$ cat src/rtl/status_array_ctrl.sv
// Purpose : per-row, per-block status storage with a self-initialising sweep and an on-demand flush.
// Latency : one cycle from an accepted request to o_valid/o_tag/o_data (read-before-write).
// Backpressure: o_ready is low during a sweep and requests are dropped then; i_halt freezes everything.
module status_array_ctrl #(
  parameter int TAG_WIDTH    = 1,
  parameter int ADDR_WIDTH   = 4,
  parameter int NUM_BLOCKS   = 4,
  parameter int STATUS_WIDTH = 2,
  parameter logic [STATUS_WIDTH-1:0] INIT_VALUE = '0,
  localparam int ROW_WIDTH   = NUM_BLOCKS * STATUS_WIDTH
) (
  input  logic                  clk,
  input  logic                  arst_n,
  input  logic                  i_halt,
  input  logic                  i_flush,
  input  logic [TAG_WIDTH-1:0]  i_tag,
  input  logic [ADDR_WIDTH-1:0] i_addr,
  input  logic [ROW_WIDTH-1:0]  i_data,
  input  logic                  i_wen,
  input  logic [NUM_BLOCKS-1:0] i_wmask,
  input  logic                  i_valid,
  output logic [TAG_WIDTH-1:0]  o_tag,
  output logic [ROW_WIDTH-1:0]  o_data,
  output logic                  o_valid,
  output logic                  o_ready,
  output logic                  o_sweep_done
);

  localparam int DEPTH = 1 << ADDR_WIDTH;

  localparam logic [0:0] ST_SWEEP = 1'b0;
  localparam logic [0:0] ST_RUN   = 1'b1;

  localparam logic [ROW_WIDTH-1:0] INIT_ROW = {NUM_BLOCKS{INIT_VALUE}};

  logic [0:0]            state_q, state_d;
  logic [ADDR_WIDTH-1:0] cnt_q, cnt_d;
  logic                  valid_q, valid_d;
  logic [TAG_WIDTH-1:0]  tag_q, tag_d;
  logic [ROW_WIDTH-1:0]  data_q, data_d;
  logic                  done_q, done_d;

  // Storage has no reset: contents are meaningless until the first sweep completes.
  logic [ROW_WIDTH-1:0]  mem_q [DEPTH];

  logic                  accept;
  logic                  wr_en;
  logic [ADDR_WIDTH-1:0] wr_addr;
  logic [ROW_WIDTH-1:0]  wr_row;
  logic [ROW_WIDTH-1:0]  rd_row;
  logic [ROW_WIDTH-1:0]  merged_row;

  assign rd_row = mem_q[i_addr];
  assign accept = (state_q == ST_RUN) && i_valid && !i_halt;

  // Merge masked write data into the current row contents, block by block.
  always_comb begin
    merged_row = rd_row;
    for (int b = 0; b < NUM_BLOCKS; b++) begin
      if (i_wmask[b]) begin
        merged_row[b*STATUS_WIDTH +: STATUS_WIDTH] = i_data[b*STATUS_WIDTH +: STATUS_WIDTH];
      end
    end
  end

  // Next-state, response and array-write selection; a halted cycle holds every register.
  always_comb begin
    state_d = state_q;
    cnt_d   = cnt_q;
    valid_d = valid_q;
    tag_d   = tag_q;
    data_d  = data_q;
    done_d  = done_q;
    wr_en   = 1'b0;
    wr_addr = cnt_q;
    wr_row  = INIT_ROW;

    if (!i_halt) begin
      valid_d = 1'b0;
      done_d  = 1'b0;
      case (state_q)
        ST_SWEEP: begin
          wr_en   = 1'b1;
          wr_addr = cnt_q;
          wr_row  = INIT_ROW;
          if (i_flush) begin
            // Restart wins even on the terminal row so a flush always yields a full sweep.
            cnt_d = '0;
          end else if (cnt_q == '1) begin
            cnt_d   = '0;
            state_d = ST_RUN;
            done_d  = 1'b1;
          end else begin
            cnt_d = cnt_q + ADDR_WIDTH'(1);
          end
        end
        default: begin
          if (accept) begin
            // Response carries the row as it was before this request's own write.
            valid_d = 1'b1;
            tag_d   = i_tag;
            data_d  = rd_row;
            if (i_wen) begin
              wr_en   = 1'b1;
              wr_addr = i_addr;
              wr_row  = merged_row;
            end
          end
          if (i_flush) begin
            state_d = ST_SWEEP;
            cnt_d   = '0;
          end
        end
      endcase
    end
  end

  // Control and response registers; reset returns to the start of a sweep and drops any response.
  always_ff @(posedge clk or negedge arst_n) begin
    if (!arst_n) begin
      state_q <= ST_SWEEP;
      cnt_q   <= '0;
      valid_q <= 1'b0;
      tag_q   <= '0;
      data_q  <= '0;
      done_q  <= 1'b0;
    end else begin
      state_q <= state_d;
      cnt_q   <= cnt_d;
      valid_q <= valid_d;
      tag_q   <= tag_d;
      data_q  <= data_d;
      done_q  <= done_d;
    end
  end

  // Single write port shared by the sweep and masked request writes.
  always_ff @(posedge clk) begin
    if (wr_en) begin
      mem_q[wr_addr] <= wr_row;
    end
  end

  assign o_valid      = valid_q;
  assign o_tag        = tag_q;
  assign o_data       = data_q;
  assign o_sweep_done = done_q;
  assign o_ready      = (state_q == ST_RUN);

endmodule

$ cat config.mk
export PLATFORM = sky130hd
export DESIGN_NAME = status_array_ctrl
export DESIGN_NICKNAME = d
export VERILOG_FILES = /design/src/rtl/status_array_ctrl.sv
export SDC_FILE = /design/constraint.sdc
export NUM_CORES = 1
export LEC_CHECK = 0
export CAP_MARGIN = 40
export CORE_ASPECT_RATIO = 1.25
export CORE_MARGIN = 4
export CORE_UTILIZATION = 25
export DETAILED_ROUTE_END_ITERATION = 8
export GPL_TIMING_DRIVEN = 0
export RECOVER_POWER = 50
export SLEW_MARGIN = 20
export SYNTH_ARGS = -nofsm -noshare
export SYNTH_HDL_FRONTEND = slang
export SYNTH_SLANG_ARGS = --single-unit
export TNS_END_PERCENT = 50
$ cat constraint.sdc
create_clock -name clk -period 2.56 [get_ports clk]
set_input_delay 0.384 -clock clk [delete_from_list [all_inputs] [get_ports clk]]
set_output_delay 0.384 -clock clk [all_outputs]
set_load 0.005 [all_outputs]
==> metrics.txt, run 1 <==
Tcrit/Tclk final 1.02; Die Y 180 um; Synth Register Bits 144; Initial Util 0.255; number of distinct library cells after synthesis 43; CTS tree yes; final hold slack 411 ps; WL/cell around 19 um; post-DP HPWL around 9.7 mm; placed cell count 691; antenna violations before repair 1; Hold Path Class in -> reg; crit path to mem_q[7][1]$_DFFE_PP_; layout cells sized above 1 0.175; f_max 382 MHz; RSZ-0062 raised after global routing yes; Max VDD drop around 450 uV; Final Util 0.320; routed wire length around 14 mm; sw frac 0.208; RePlAce Congestion slightly above 0.8; H-Tree Depth 4; hold path depth 4; DR vias/cell approximately 4.8; Tightest Pin Transition 768 ps; commonest non-fill, non-tap cell in the layout edfxtp_1; critical path type in -> reg; clock sinks ~140; Final Setup Violations 26; flop-to-flop setup slack about 50 ps; Rel. slew slack 0.488; number of I/O pins 35; Slew Limit Fails 0; Startpoint Class input port; All-Layer GR Usage 0.104; register area share after synthesis 0.716; global-route wire length before repair slightly above 20 mm; reg2reg end mem_q[0][1]$_DFFE_PP_; Power Density around 750 nW/um^2; failing checks setup timing; worst reg2reg path startpoint o_ready$_DFFE_PN0N_; CP Max Fanout 16; WP data arrival between 2000 and 3000 ps; Syn Area/Cell ~16 um^2; final instance area ~7400 um^2; Core ar. 23200 um^2; # Max-Cap Violations 0; Pint about 4400 uW; synth warn 0; largest net degree at the start of global routing 17; CTS buffer count 17; crit path time final approximately 2600 ps; Switch Pwr about 1200 uW; Logic pwr share 0.064; commonest non-fill, non-tap cells in the layout edfxtp_1 (128), mux2i_1 (48), nor2_1 (22); DR iter-0 viols 284; CP required ~2700 ps; vias in the first global route approximately 3700; setup_tns -1190 ps; fin worst setup slack -56.5 ps; die area about 26000 um^2; Bufs on Longest Clock Path 2; Pleak about 0.0028 uW; post-route ant nets 0; endpoints failing hold 0; Post-CTS Hold Fix Bufs 0; DRC viols 0; Post-Syn Nets around 390; area of the mapped netlist between 5000 and 6000 um^2; Clock Latency Late Sink about 410 ps; Critical Path End Type register; NumNets Final ~450; ys flop type edfxtp_1; Non-Filler Instances 730; status complete, but fails checks; port bufs 32; die width 146 um; Area Overhead vs Synth 25.2%; clock root cell clkbuf_16; DR vias 3483; Site Rows 62; GRT overflow 0; share of flip-flops with an asynchronous set or reset 0.111; Reg power frac 0.470; worst reg-to-reg path cell count 5; Clock Skew 6.34 ps; Clock transition at path regs about 60 ps; Clk network pwr share 0.466; drt first pass iters 5; Post-Syn Instances 367; number of synthesized flops with an enable pin 128; Post-DP Area about 6700 um^2; crit path from i_addr[2]
critical path: stages:
cell,delay [ps]
clkdlybuf4s50_1,560
clkbuf_4,300
mux2i_1,120
a222oi_1,590
a2bb2oi_1,290
a21oi_4,500
Yosys cell counts (2+ instances only):
| library cell | n | area share |
|---|---|---|
| edfxtp_1 | 128 | 0.65 |
| mux2i_1 | 48 | 0.081 |
| nor2_1 | 25 | 0.016 |
| a21oi_1 | 23 | 0.019 |
| dfrtp_1 | 16 | 0.068 |
| nand2_1 | 13 | 0.0082 |
| o21ai_0 | 13 | 0.011 |
| a222oi_1 | 8 | 0.014 |
| inv_1 | 8 | 0.0051 |
| mux4_2 | 8 | 0.030 |
| a221o_1 | 7 | 0.012 |
| o21ai_1 | 7 | 0.0059 |
| a2bb2oi_1 | 6 | 0.0089 |
| buf_2 | 6 | 0.0051 |
| buf_6 | 5 | 0.0095 |
| clkbuf_1 | 5 | 0.0032 |
| nor3_1 | 5 | 0.0042 |
| a31oi_1 | 4 | 0.0042 |
| nand3_1 | 4 | 0.0034 |
| a22oi_1 | 2 | 0.0025 |
| a2bb2oi_2 | 2 | 0.0051 |
| buf_4 | 2 | 0.0025 |
| nor3b_1 | 2 | 0.0025 |
flip-flops by register name, summed over array words and instances (netlist names):
signal        cells
mem_q           128
o_data            8
cnt_q             4
o_ready           1
o_sweep_done      1
o_tag             1
o_valid           1
how the worst min path moves through the flow:
stage / end / start / slack [ps]
after floorplan: cnt_q[0]$_DFFE_PN0P_ / arst_n / 90
after global placement: o_data[7]$_DFFE_PN0P_ / o_data[7]$_DFFE_PN0P_ / 470
after detailed placement: o_valid$_DFFE_PN0N_ / o_valid$_DFFE_PN0N_ / 480
after CTS: cnt_q[0]$_DFFE_PN0P_ / i_halt / 400
after global routing: cnt_q[0]$_DFFE_PN0P_ / i_halt / 460
final: cnt_q[0]$_DFFE_PN0P_ / i_halt / 410
through the flow:
step                total power, uW  setup WS (ps)
global placement               3010          -1470
finish                         5570          -56.5
CTS                            5610          -15.6
detailed placement             3020           -826
floorplan                      2860            423
global route                   5740           -115
logic make-up (layout without fill, tap and decap cells):
| logic type | after synthesis | after routing | share of synthesized area |
|---|---|---|---|
| other | 0 | 1 | 0 |
| muxes | 57 | 57 | 0.113 |
| AOI/OAI and AO/OA | 75 | 75 | 0.0866 |
| DFF | 144 | 144 | 0.716 |
| adders and majority gates | 1 | 1 | 0.00211 |
| buffers and inverters | 29 | 103 | 0.0306 |
| and+or+nand+nor | 61 | 61 | 0.0511 |
power by group through the flow:
| stage | Combinational [uW] | Clock [uW] | Sequential (uW) |
|---|---|---|---|
| final | 356 | 2590 | 2620 |
| after global routing | 383 | 2740 | 2620 |
| after CTS | 366 | 2630 | 2620 |
| after detailed placement | 356 | 0 | 2660 |
| after global placement | 350 | 0 | 2660 |
| after floorplan | 203 | 0 | 2660 |
routing by layer:
metal / part of all wire / wire length, um / GRT usage
met5: 0 / 0 / 0
met4: 0.050 / 672 / 0.0551
met3: 0.051 / 684 / 0.0312
met2: 0.52 / 6990 / 0.182
met1: 0.38 / 5180 / 0.112
area by class of cell:
class | count | area, um^2
Tap cell | 288 | 360
Clock inverter | 12 | 183
Timing Repair Buffer | 42 | 428
Fill cell | 2211 | 15800
Inverter | 9 | 33.8
Multi-Input combinational cell | 194 | 1570
Buffer | 20 | 150
Sequential cell | 144 | 4240
Clock buffer | 20 | 447
Antenna cell | 1 | 2.50
what timing repair did:
| action | CTS | global route |
|---|---|---|
| resized for setup | 10 | 3 |
| endpoints found under the setup margin | 136 | 82 |
| pin swaps | 10 | 2 |
| setup buffers | 4 | 0 |
Note: power is estimated with default switching activity, not from simulation.
==> inputs of run 2 (changes only) <==
- ABC_CLOCK_PERIOD_IN_PS: default -> 2560
- GPL_TIMING_DRIVEN: 0 -> 1
==> metrics.txt, run 2 (same netlist as run 1, synthesis figures left out) <==
CTS tree yes; Critical Path End Type register; Core ar. 23200 um^2 (unchanged); vias in the first global route 3687 (+0.96%); Slew Limit Fails 0 (unchanged); overall power 5680 uW (+2.0%); f_max 415 MHz (+8.7%); Final Util 0.325 (+0.00502); clock sinks 144 (unchanged); Site Rows 62 (unchanged); worst reg-to-reg path cell count 6 (+1); crit path to mem_q[9][0]$_DFFE_PP_; crit path from i_addr[2]; H-Tree Depth 4 (unchanged); crit path time final 2410 ps (-209 ps); critical path type in -> reg; global-route wire length before repair 21.4 mm (+3.2%); commonest non-fill, non-tap cells in the layout edfxtp_1 (128), mux2i_1 (48), buf_4 (35); NumNets Final 481 (+6.4%); CP required 2710 ps (about the same); Die Y 180 um (unchanged); Most flops, register mem_q; routed wire length 13.8 mm (+1.9%); WP data arrival 2550 ps (-210 ps); endpoints failing hold 0 (unchanged); DR vias 3574 (+2.6%); Filler Cell Count 2208 (-0.14%); status completed; Bufs on Longest Clock Path 2 (unchanged); die area 26200 um^2 (unchanged); Initial Util 0.255 (unchanged); max reg flops 128 (unchanged); post-DP HPWL 9.58 mm (-1.2%); Tcrit/Tclk final 0.940 (-0.0816); flop-to-flop setup slack 210 ps (+160 ps); Clock transition at path regs 60 ps (about the same); number of I/O pins 35 (unchanged); WL/cell 18.2 um (-1.9%); Startpoint Class input port; Clock Latency Late Sink 410 ps (about the same); post_cts resized 0 (-10); post-route ant nets 0 (unchanged); port bufs 34 (+6.3%); Area Overhead vs Synth 27.2%; commonest non-fill, non-tap cell in the layout edfxtp_1; layout cells sized above 1 0.187 (+0.0126); DRC viols 0 (unchanged); All-Layer GR Usage 0.106 (+0.00273); reg2reg end mem_q[8][0]$_DFFE_PP_; Power Density 753 nW/um^2 (+0.39%); RSZ-0062 raised after global routing no; worst reg2reg path startpoint o_ready$_DFFE_PN0N_; drt first pass iters 6 (+1); Post-CTS Hold Fix Bufs 0 (unchanged); DR vias/cell 4.72 (-1.2%); DP Worst Slack -337 ps (+488 ps); # Max-Cap Violations 0 (unchanged); RePlAce Congestion 0.799 (-3.7%); final instance area 7540 um^2 (+1.6%); largest net degree at the start of global routing 25 (+8); Setup Buffers After CTS 0 (-4); Final Setup Violations 0 (-100%); Tightest Pin Transition 888 ps (+120 ps); Post-DP Area 6940 um^2 (+4.1%); Pleak 0.00294 uW (+4.6%); Ant. Diodes 0 (-1); die width 146 um (unchanged); Hold Path Class reg -> reg; DR iter-0 viols 279 (-1.8%); fin worst setup slack 152 ps (+209 ps); Clock Skew 6.02 ps (-0.322 ps); CP Max Fanout 16 (unchanged); CTS buffer count 17 (unchanged); clock root cell clkbuf_16; antenna violations before repair 0 (-1); final hold slack 483 ps (+71.7 ps); Max VDD drop 476 uV (+6.8%); GRT overflow 0 (unchanged); Rel. slew slack 0.408 (-0.0799)
==> run 2: area by class of cell <==
type / instances / area [um^2] / area share
inverter: 9 / 33.8 / 0.00448
clock inverter: 13 / 209 / 0.0277
clock buffer: 19 / 443 / 0.0588
tap: 288 / 360 / 0.0478
sequential: 144 / 4240 / 0.563
multi-input combinational: 194 / 1500 / 0.199
timing repair buffer: 91 / 749 / 0.0994
==> run 2: report_power, final <==
group | switching (uW) | total (uW) | leakage, uW | internal, uW
Sequential | 26.1 | 2610 | 0.00158 | 2590
Clock | 928 | 2690 | 0.000322 | 1760
Combinational | 195 | 374 | 0.00103 | 179
==> run 2: critical path: stages <==
cell and delay, ps:
clkdlybuf4s50_1 520, buf_4 190, and2_0 450, buf_12 200, a221o_1 160, a2bb2oi_1 310, a21oi_1 110, buf_4 200
==> run 2: worst min path at each step <==
| stage | from | to | slack [ps] | depth (start not counted) |
|---|---|---|---|---|
| floorplan | arst_n | cnt_q[0]$_DFFE_PN0P_ | 90 | 0 |
| global placement | o_data[0]$_DFFE_PN0P_ | o_data[0]$_DFFE_PN0P_ | 470 | 2 |
| CTS | arst_n | o_data[1]$_DFFE_PN0P_ | 440 | 1 |
| global route | o_tag$_DFFE_PN0P_ | o_tag$_DFFE_PN0P_ | 540 | 1 |
| finish | o_data[0]$_DFFE_PN0P_ | o_data[0]$_DFFE_PN0P_ | 480 | 2 |
| detailed placement | o_data[3]$_DFFE_PN0P_ | o_data[3]$_DFFE_PN0P_ | 480 | 2 |
==> run 2: metrics by stage <==
stage          instances  setup TNS, ps
3_5_place_dp         725         -19780
5_1_grt              758              0
2_1_floorplan        367              0
6_report             758              0
3_3_place_gp         725         -10170
4_1_cts              757              0
==> run 2: layer usage <==
| metal | vias up | global-route usage | wire length (um) |
|---|---|---|---|
| li1 | 1638 | - | - |
| met1 | 1803 | 0.132 | 5800 |
| met2 | 119 | 0.180 | 7010 |
| met4 | 0 | 0.0331 | 173 |
| met5 | - | 0 | 0 |
| met3 | 14 | 0.0299 | 788 |
==> inputs of run 3 (changes only) <==
- GPL_ROUTABILITY_DRIVEN: default -> 0
==> results of run 3 <==
Final layout, timing and power as in run 2 (identical DEF).
